[config.mk]
export PLATFORM = sky130hd
export DESIGN_NAME = pc_fetch_unit_flat
export DESIGN_NICKNAME = d
export VERILOG_FILES = /design/src/rtl/pc_fetch_if.sv /design/src/rtl/pc_fetch_unit.sv /design/src/flat_wrapper.sv
export SDC_FILE = /design/constraint.sdc
export NUM_CORES = 1
export LEC_CHECK = 0
export CAP_MARGIN = 20
export CORE_ASPECT_RATIO = 1.75
export CORE_MARGIN = 1
export CORE_UTILIZATION = 65
export CTS_CLUSTER_SIZE = 25
export DETAILED_ROUTE_END_ITERATION = 7
export DONT_BUFFER_PORTS = 1
export PLACE_DENSITY = 0.83
export SLEW_MARGIN = 30
export SYNTH_ARGS = -nofsm -noshare
export SYNTH_HDL_FRONTEND = slang
export SYNTH_SLANG_ARGS = --single-unit
[constraint.sdc]
create_clock -name clk -period 4.4 [get_ports clk]
set_input_delay 1.1 -clock clk [delete_from_list [all_inputs] [get_ports clk]]
set_output_delay 1.1 -clock clk [all_outputs]
set_load 0.01 [all_outputs]
[src/rtl/pc_fetch_if.sv]
// +--------------------------------------------------------------------------+
// | pc_fetch_if : request/response bundle between the core and fetch PC unit |
// | Rev 1.0                                                                  |
// +--------------------------------------------------------------------------+
`default_nettype none

interface pc_fetch_if #(
  parameter int WIDTH = 32
) ();
  logic             stall;
  logic             fetch_ready;
  logic             redirect_valid;
  logic [WIDTH-1:0] redirect_target;
  logic             exc_req;
  logic [WIDTH-1:0] exc_pc;
  logic             eret;
  logic [WIDTH-1:0] pc;
  logic             pc_valid;
  logic [WIDTH-1:0] pc_plus_step;
  logic [WIDTH-1:0] epc;
  logic             misalign_err;

  modport master (
    output stall, fetch_ready, redirect_valid, redirect_target,
    output exc_req, exc_pc, eret,
    input  pc, pc_valid, pc_plus_step, epc, misalign_err
  );

  modport slave (
    input  stall, fetch_ready, redirect_valid, redirect_target,
    input  exc_req, exc_pc, eret,
    output pc, pc_valid, pc_plus_step, epc, misalign_err
  );
endinterface

`default_nettype wire

[src/rtl/pc_fetch_unit.sv]
// +--------------------------------------------------------------------------+
// | pc_fetch_unit : fetch program counter with redirect, exception and eret  |
// | Rev 1.0                                                                  |
// +--------------------------------------------------------------------------+
`default_nettype none

module pc_fetch_unit #(
  parameter int               WIDTH        = 32,
  parameter logic [WIDTH-1:0] RESET_VECTOR = WIDTH'(32'h0000_3000),
  parameter logic [WIDTH-1:0] EXC_VECTOR   = WIDTH'(32'h0000_4180),
  parameter int               STEP         = 4
) (
  input  logic       clk,
  input  logic       reset,
  pc_fetch_if.slave  bus
);

  typedef enum logic [1:0] {
    BOOT       = 2'd0,
    RUN        = 2'd1,
    EXC_BUBBLE = 2'd2
  } state_t;

  localparam logic [WIDTH-1:0] c_step = WIDTH'(STEP);

  state_t           r_state;
  logic [WIDTH-1:0] r_pc;
  logic [WIDTH-1:0] r_epc;
  logic             r_pc_valid;
  logic             r_misalign_err;
  logic             w_target_aligned;
  logic             w_advance;

  assign w_target_aligned = (bus.redirect_target[1:0] == 2'b00);
  assign w_advance        = (r_state == RUN) && r_pc_valid && bus.fetch_ready && !bus.stall;

  always_ff @(posedge clk or negedge reset) begin
    if (!reset) begin
      r_state        <= BOOT;
      r_pc           <= RESET_VECTOR;
      r_epc          <= '0;
      r_pc_valid     <= 1'b0;
      r_misalign_err <= 1'b0;
    end else begin
      r_misalign_err <= 1'b0;
      case (r_state)
        BOOT: begin
          r_state    <= RUN;
          r_pc_valid <= 1'b1;
        end
        RUN, EXC_BUBBLE: begin
          // Redirect-class requests win over stall/fetch_ready; an unaccepted pc is simply dropped.
          if (bus.exc_req) begin
            r_pc       <= EXC_VECTOR;
            r_epc      <= bus.exc_pc;
            r_state    <= EXC_BUBBLE;
            r_pc_valid <= 1'b0;
          end else if (bus.eret) begin
            r_pc       <= r_epc;
            r_state    <= RUN;
            r_pc_valid <= 1'b1;
          end else if (bus.redirect_valid) begin
            if (w_target_aligned) begin
              r_pc       <= bus.redirect_target;
              r_state    <= RUN;
              r_pc_valid <= 1'b1;
            end else begin
              r_pc           <= EXC_VECTOR;
              r_epc          <= bus.redirect_target;
              r_misalign_err <= 1'b1;
              r_state        <= EXC_BUBBLE;
              r_pc_valid     <= 1'b0;
            end
          end else begin
            if (w_advance) begin
              r_pc <= r_pc + c_step;
            end
            r_state    <= RUN;
            r_pc_valid <= 1'b1;
          end
        end
        default: begin
          r_state    <= BOOT;
          r_pc_valid <= 1'b0;
        end
      endcase
    end
  end

  assign bus.pc           = r_pc;
  assign bus.pc_valid     = r_pc_valid;
  assign bus.pc_plus_step = r_pc + c_step;
  assign bus.epc          = r_epc;
  assign bus.misalign_err = r_misalign_err;

endmodule

`default_nettype wire

[src/flat_wrapper.sv]
// flat-port wrapper written by rule: the top's interface ports become plain ports
module pc_fetch_unit_flat 
#(
  parameter int               WIDTH        = 32,
  parameter logic [WIDTH-1:0] RESET_VECTOR = WIDTH'(32'h0000_3000),
  parameter logic [WIDTH-1:0] EXC_VECTOR   = WIDTH'(32'h0000_4180),
  parameter int               STEP         = 4
)
  (clk, reset, bus_stall, bus_fetch_ready, bus_redirect_valid, bus_redirect_target, bus_exc_req, bus_exc_pc, bus_eret, bus_pc, bus_pc_valid, bus_pc_plus_step, bus_epc, bus_misalign_err);
  pc_fetch_if #(.WIDTH(WIDTH)) bus_i ();
  input  logic clk;
  input  logic reset;
  input wire logic [$bits(bus_i.stall)-1:0] bus_stall;
  input wire logic [$bits(bus_i.fetch_ready)-1:0] bus_fetch_ready;
  input wire logic [$bits(bus_i.redirect_valid)-1:0] bus_redirect_valid;
  input wire logic [$bits(bus_i.redirect_target)-1:0] bus_redirect_target;
  input wire logic [$bits(bus_i.exc_req)-1:0] bus_exc_req;
  input wire logic [$bits(bus_i.exc_pc)-1:0] bus_exc_pc;
  input wire logic [$bits(bus_i.eret)-1:0] bus_eret;
  output wire logic [$bits(bus_i.pc)-1:0] bus_pc;
  output wire logic [$bits(bus_i.pc_valid)-1:0] bus_pc_valid;
  output wire logic [$bits(bus_i.pc_plus_step)-1:0] bus_pc_plus_step;
  output wire logic [$bits(bus_i.epc)-1:0] bus_epc;
  output wire logic [$bits(bus_i.misalign_err)-1:0] bus_misalign_err;
  assign bus_i.stall = bus_stall;
  assign bus_i.fetch_ready = bus_fetch_ready;
  assign bus_i.redirect_valid = bus_redirect_valid;
  assign bus_i.redirect_target = bus_redirect_target;
  assign bus_i.exc_req = bus_exc_req;
  assign bus_i.exc_pc = bus_exc_pc;
  assign bus_i.eret = bus_eret;
  assign bus_pc = bus_i.pc;
  assign bus_pc_valid = bus_i.pc_valid;
  assign bus_pc_plus_step = bus_i.pc_plus_step;
  assign bus_epc = bus_i.epc;
  assign bus_misalign_err = bus_i.misalign_err;
  pc_fetch_unit #(.WIDTH(WIDTH), .RESET_VECTOR(RESET_VECTOR), .EXC_VECTOR(EXC_VECTOR), .STEP(STEP)) u_core (.clk(clk), .reset(reset), .bus(bus_i));
endmodule
==> results.py <==
metrics = {
    "power_and_ir_drop": {
        "ir_drop_mv": 0.405,
        "p_leak_uw": 0.00191,
        "pwr-share-comb_pct": 35.9,
        "p_per_area_nw_per_um2": 698,
        "power_uw": 3000,
        "sequentialPowerShare_pct": 48.0,
        "clkPwrFrac_pct": 16.1,
        "p_sw_share_pct": 48.1,
        "power.internal_uw": 1560,
        "power.switching_uw": 1440,
    },
    "setup_path": {
        "rr_worst_depth": 7,
        "required_ps": 3300,
        "critPathCapture": "bus_pc_plus_step[28]",
        "path_class": "reg2out",
        "cp-start-kind": "flip-flop",
        "worstSetupStartpoint": "u_core.bus.pc[2]$_DFFE_PN0P_",
        "worst-path-max-fanout": 7,
        "end_kind": "primary output",
        "reg2reg_slack_ps": 1330,
        "critPathArrivalTime_ps": 2520,
        "timing.rr.end": "u_core.bus.pc[16]$_DFFE_PN0P_",
        "r2r-start": "u_core.r_state[0]$_DFF_PN0_",
    },
    "clocking": {
        "ctsResizeCount": 0,
        "cts_buffers": 9,
        "clock_path_buffers": 2,
        "clock_latency_ps": 360,
        "postCtsHoldBufs": 0,
        "post_cts_buffers": 0,
        "root_buffer": "clkbuf_8",
        "htree_levels": 3,
        "cts_sinks": 68,
        "cts_tree": "built",
        "clk_pin_slew_ps": 70,
    },
    "global_routing": {
        "grt_pass1_vias": 3535,
        "overflow": 0,
        "track_usage_pct": 35.5,
        "antenna_found_initial": 0,
        "grt_max_degree": 69,
        "grt_pass1_wl_microns": 17100,
    },
    "sta": {
        "rsz0062_at_grt": "no",
        "final-hold-violation-count": 0,
        "max-slew-margin-rel_pct": 50.1,
        "setup_tns_ps": 0,
        "worst_pin_slew_ps": 747,
        "setup_violations": 0,
        "fin_crit_sh_pct": 82.2,
        "clock.fmax_ghz": 0.277,
        "maxSlewViolCount": 0,
        "clock_skew_ps": 8.36,
        "min_period_ps": 3620,
    },
    "route": {
        "wl_per_cell_microns": 21.5,
        "drtPass1Iterations": 6,
        "num_vias": 3627,
        "drtIter0Drc": 394,
        "ant_nets": 0,
        "drc": 0,
        "viasPerCell": 6.91,
        "wl_microns": 11300,
    },
    "floorplan": {
        "row_count": 38,
        "die_h_microns": 107,
        "initial_utilization_pct": 67.0,
        "core_sq_um": 6130,
        "die_area_sq_um": 6650,
        "ioPinCount": 169,
        "die_x_microns": 62.1,
    },
    "yosys": {
        "syn_area_sq_um": 4110,
        "syn_nets": 531,
        "synth-edff-count": 0,
        "ys.flop_type": "dfrtp_1",
        "yosys_warnings": 0,
        "synthCells": 456,
        "ys_seq_area_share_pct": 41.5,
        "synth_cell_types": 57,
        "syn-mean-instance-area_sq_um": 9.01,
        "synth-async-reset-ratio_pct": 100,
        "ys_ff_latch": 68,
    },
    "placement": {
        "dpl.hpwl_microns": 8150,
        "gp_congestion": 0.921,
        "portBuffers": 0,
    },
    "finish": {
        "regArea_sq_um": 1700,
        "areaGrowthSynthToFinish_pct": 4.69,
        "multiInputGateArea_sq_um": 2230,
        "antenna_cells": 0,
        "layout-drive-gt1-share_pct": 7.42,
        "fin_nets": 515,
        "num-fill-cells": 484,
    },
    "job": {
        "max_cap_viol_count": 0,
    },
    "worst_hold_path": {
        "hold_class": "in2async",
    },
    "run_status": {
        "status": "completed",
    },
}
-- cell families (layout without fill, tap and decap cells) --
| family | after synthesis | count (layout) | synth area share [%] |
|---|---|---|---|
| AO/OA/AOI/OAI | 111 | 111 | 16.8 |
| multiplexers | 37 | 37 | 9.05 |
| XOR/XNOR | 28 | 28 | 5.97 |
| adder cells (fa/ha/maj) | 4 | 4 | 1.22 |
| AND/OR/NAND/NOR | 162 | 162 | 20.5 |
| buffers and inverters | 46 | 35 | 4.90 |
| flip-flops | 68 | 68 | 41.5 |
-- power groups by stage --
stage	registers, uW	clock network (uW)	logic, uW
after global routing	1480	505	1200
after detailed placement	1440	0	1070
after global placement	1430	0	1020
after floorplan	1310	0	927
after CTS	1430	488	1070
final	1440	484	1080
-- worst max-delay path: stages (launching register included) --
cell and delay [ps]:
dfrtp_1 540, ha_1 290, and4_1 300, and3_1 340, nand2_1 210, nor2_1 210, xor2_1 270
-- worst min path at each step --
stage	to	slack, ps	cells past startpoint
2_1_floorplan	u_core.bus.epc[10]$_DFFE_PN0P_	530	2
3_3_place_gp	u_core.bus.epc[3]$_DFFE_PN0P_	550	2
3_5_place_dp	u_core.bus.epc[3]$_DFFE_PN0P_	560	2
4_1_cts	u_core.bus.pc[25]$_DFFE_PN0P_	420	0
5_1_grt	u_core.bus.pc[25]$_DFFE_PN0P_	420	0
6_report	u_core.bus.epc[28]$_DFFE_PN0P_	430	0
-- cell usage after synthesis (7+ instances only) --
library cell,count,share of area (%)
nor2_1,19,1.7
nand3_1,23,2.8
dfrtp_1,66,40
mux2i_1,36,8.8
nand2_1,51,4.7
o211ai_1,10,1.8
and3_1,20,3.0
xor2_1,7,1.5
xnor2_1,21,4.5
inv_1,15,1.4
clkbuf_1,20,1.8
nand4_1,13,2.0
o21ai_0,46,5.6
a21oi_1,24,2.9
-- final cells by class --
type | instances | share of cell area (%)
clock inverter | 1 | 0.116
clock buffer | 15 | 4.10
timing repair buffer | 3 | 0.524
inverter | 16 | 1.40
multi-input combinational | 342 | 51.9
tap | 80 | 2.33
sequential | 68 | 39.6
-- through the flow --
stage                     instances  setup slack, ps  hold slack, ps  utilization [%]  area, sq um
after floorplan                 456             1570             527                -         4110
after global placement          509             1100             552             66.9         4110
after detailed placement        509              956             561             67.0         4110
after CTS                       525              768             420             70.0         4290
after global routing            525              661             422             70.1         4300
final                           525              784             430             70.1         4300
-- sequential cells by signal (all words and copies together), names as in the netlist --
register and cells:
u_core.r_state 2, u_core.bus.pc_valid 1, u_core.bus.misalign_err 1, u_core.bus.epc 32, u_core.bus.pc 32
-- layout by cell type (no fill, tap or decap), types with 2 or more instances in the layout --
cell,Yosys,final
o21ai_4,0,2
o21ai_0,46,45
nor2_1,19,19
dfrtp_1,66,66
a222oi_1,2,2
a21oi_1,24,24
or3_1,5,5
inv_1,15,15
buf_4,2,3
and2_1,5,5
o22ai_1,2,2
xor2_1,7,7
a22oi_1,5,5
nand3_1,23,23
clkbuf_8,1,12
nand4_1,13,13
and4_1,4,4
and3_1,20,20
a32o_1,2,2
dfstp_2,2,2
xnor2_1,21,21
ha_1,4,4
nor4_1,3,3
nor3_1,5,4
clkbuf_1,20,3
mux2i_1,36,36
o211ai_1,10,10
nand2_1,51,51
a31o_2,4,4
a221o_1,3,3
nand2b_1,5,5
-- per-layer routing --
layer / wire (microns) / global-route usage (%) / up-vias
li1: - / - / 1623
met1: 3980 / 41.0 / 1747
met5: 0 / 0 / -
met2: 5920 / 57.1 / 231
met3: 1100 / 11.1 / 26
met4: 295 / 17.5 / 0
Power figures use the tool's default switching activity.
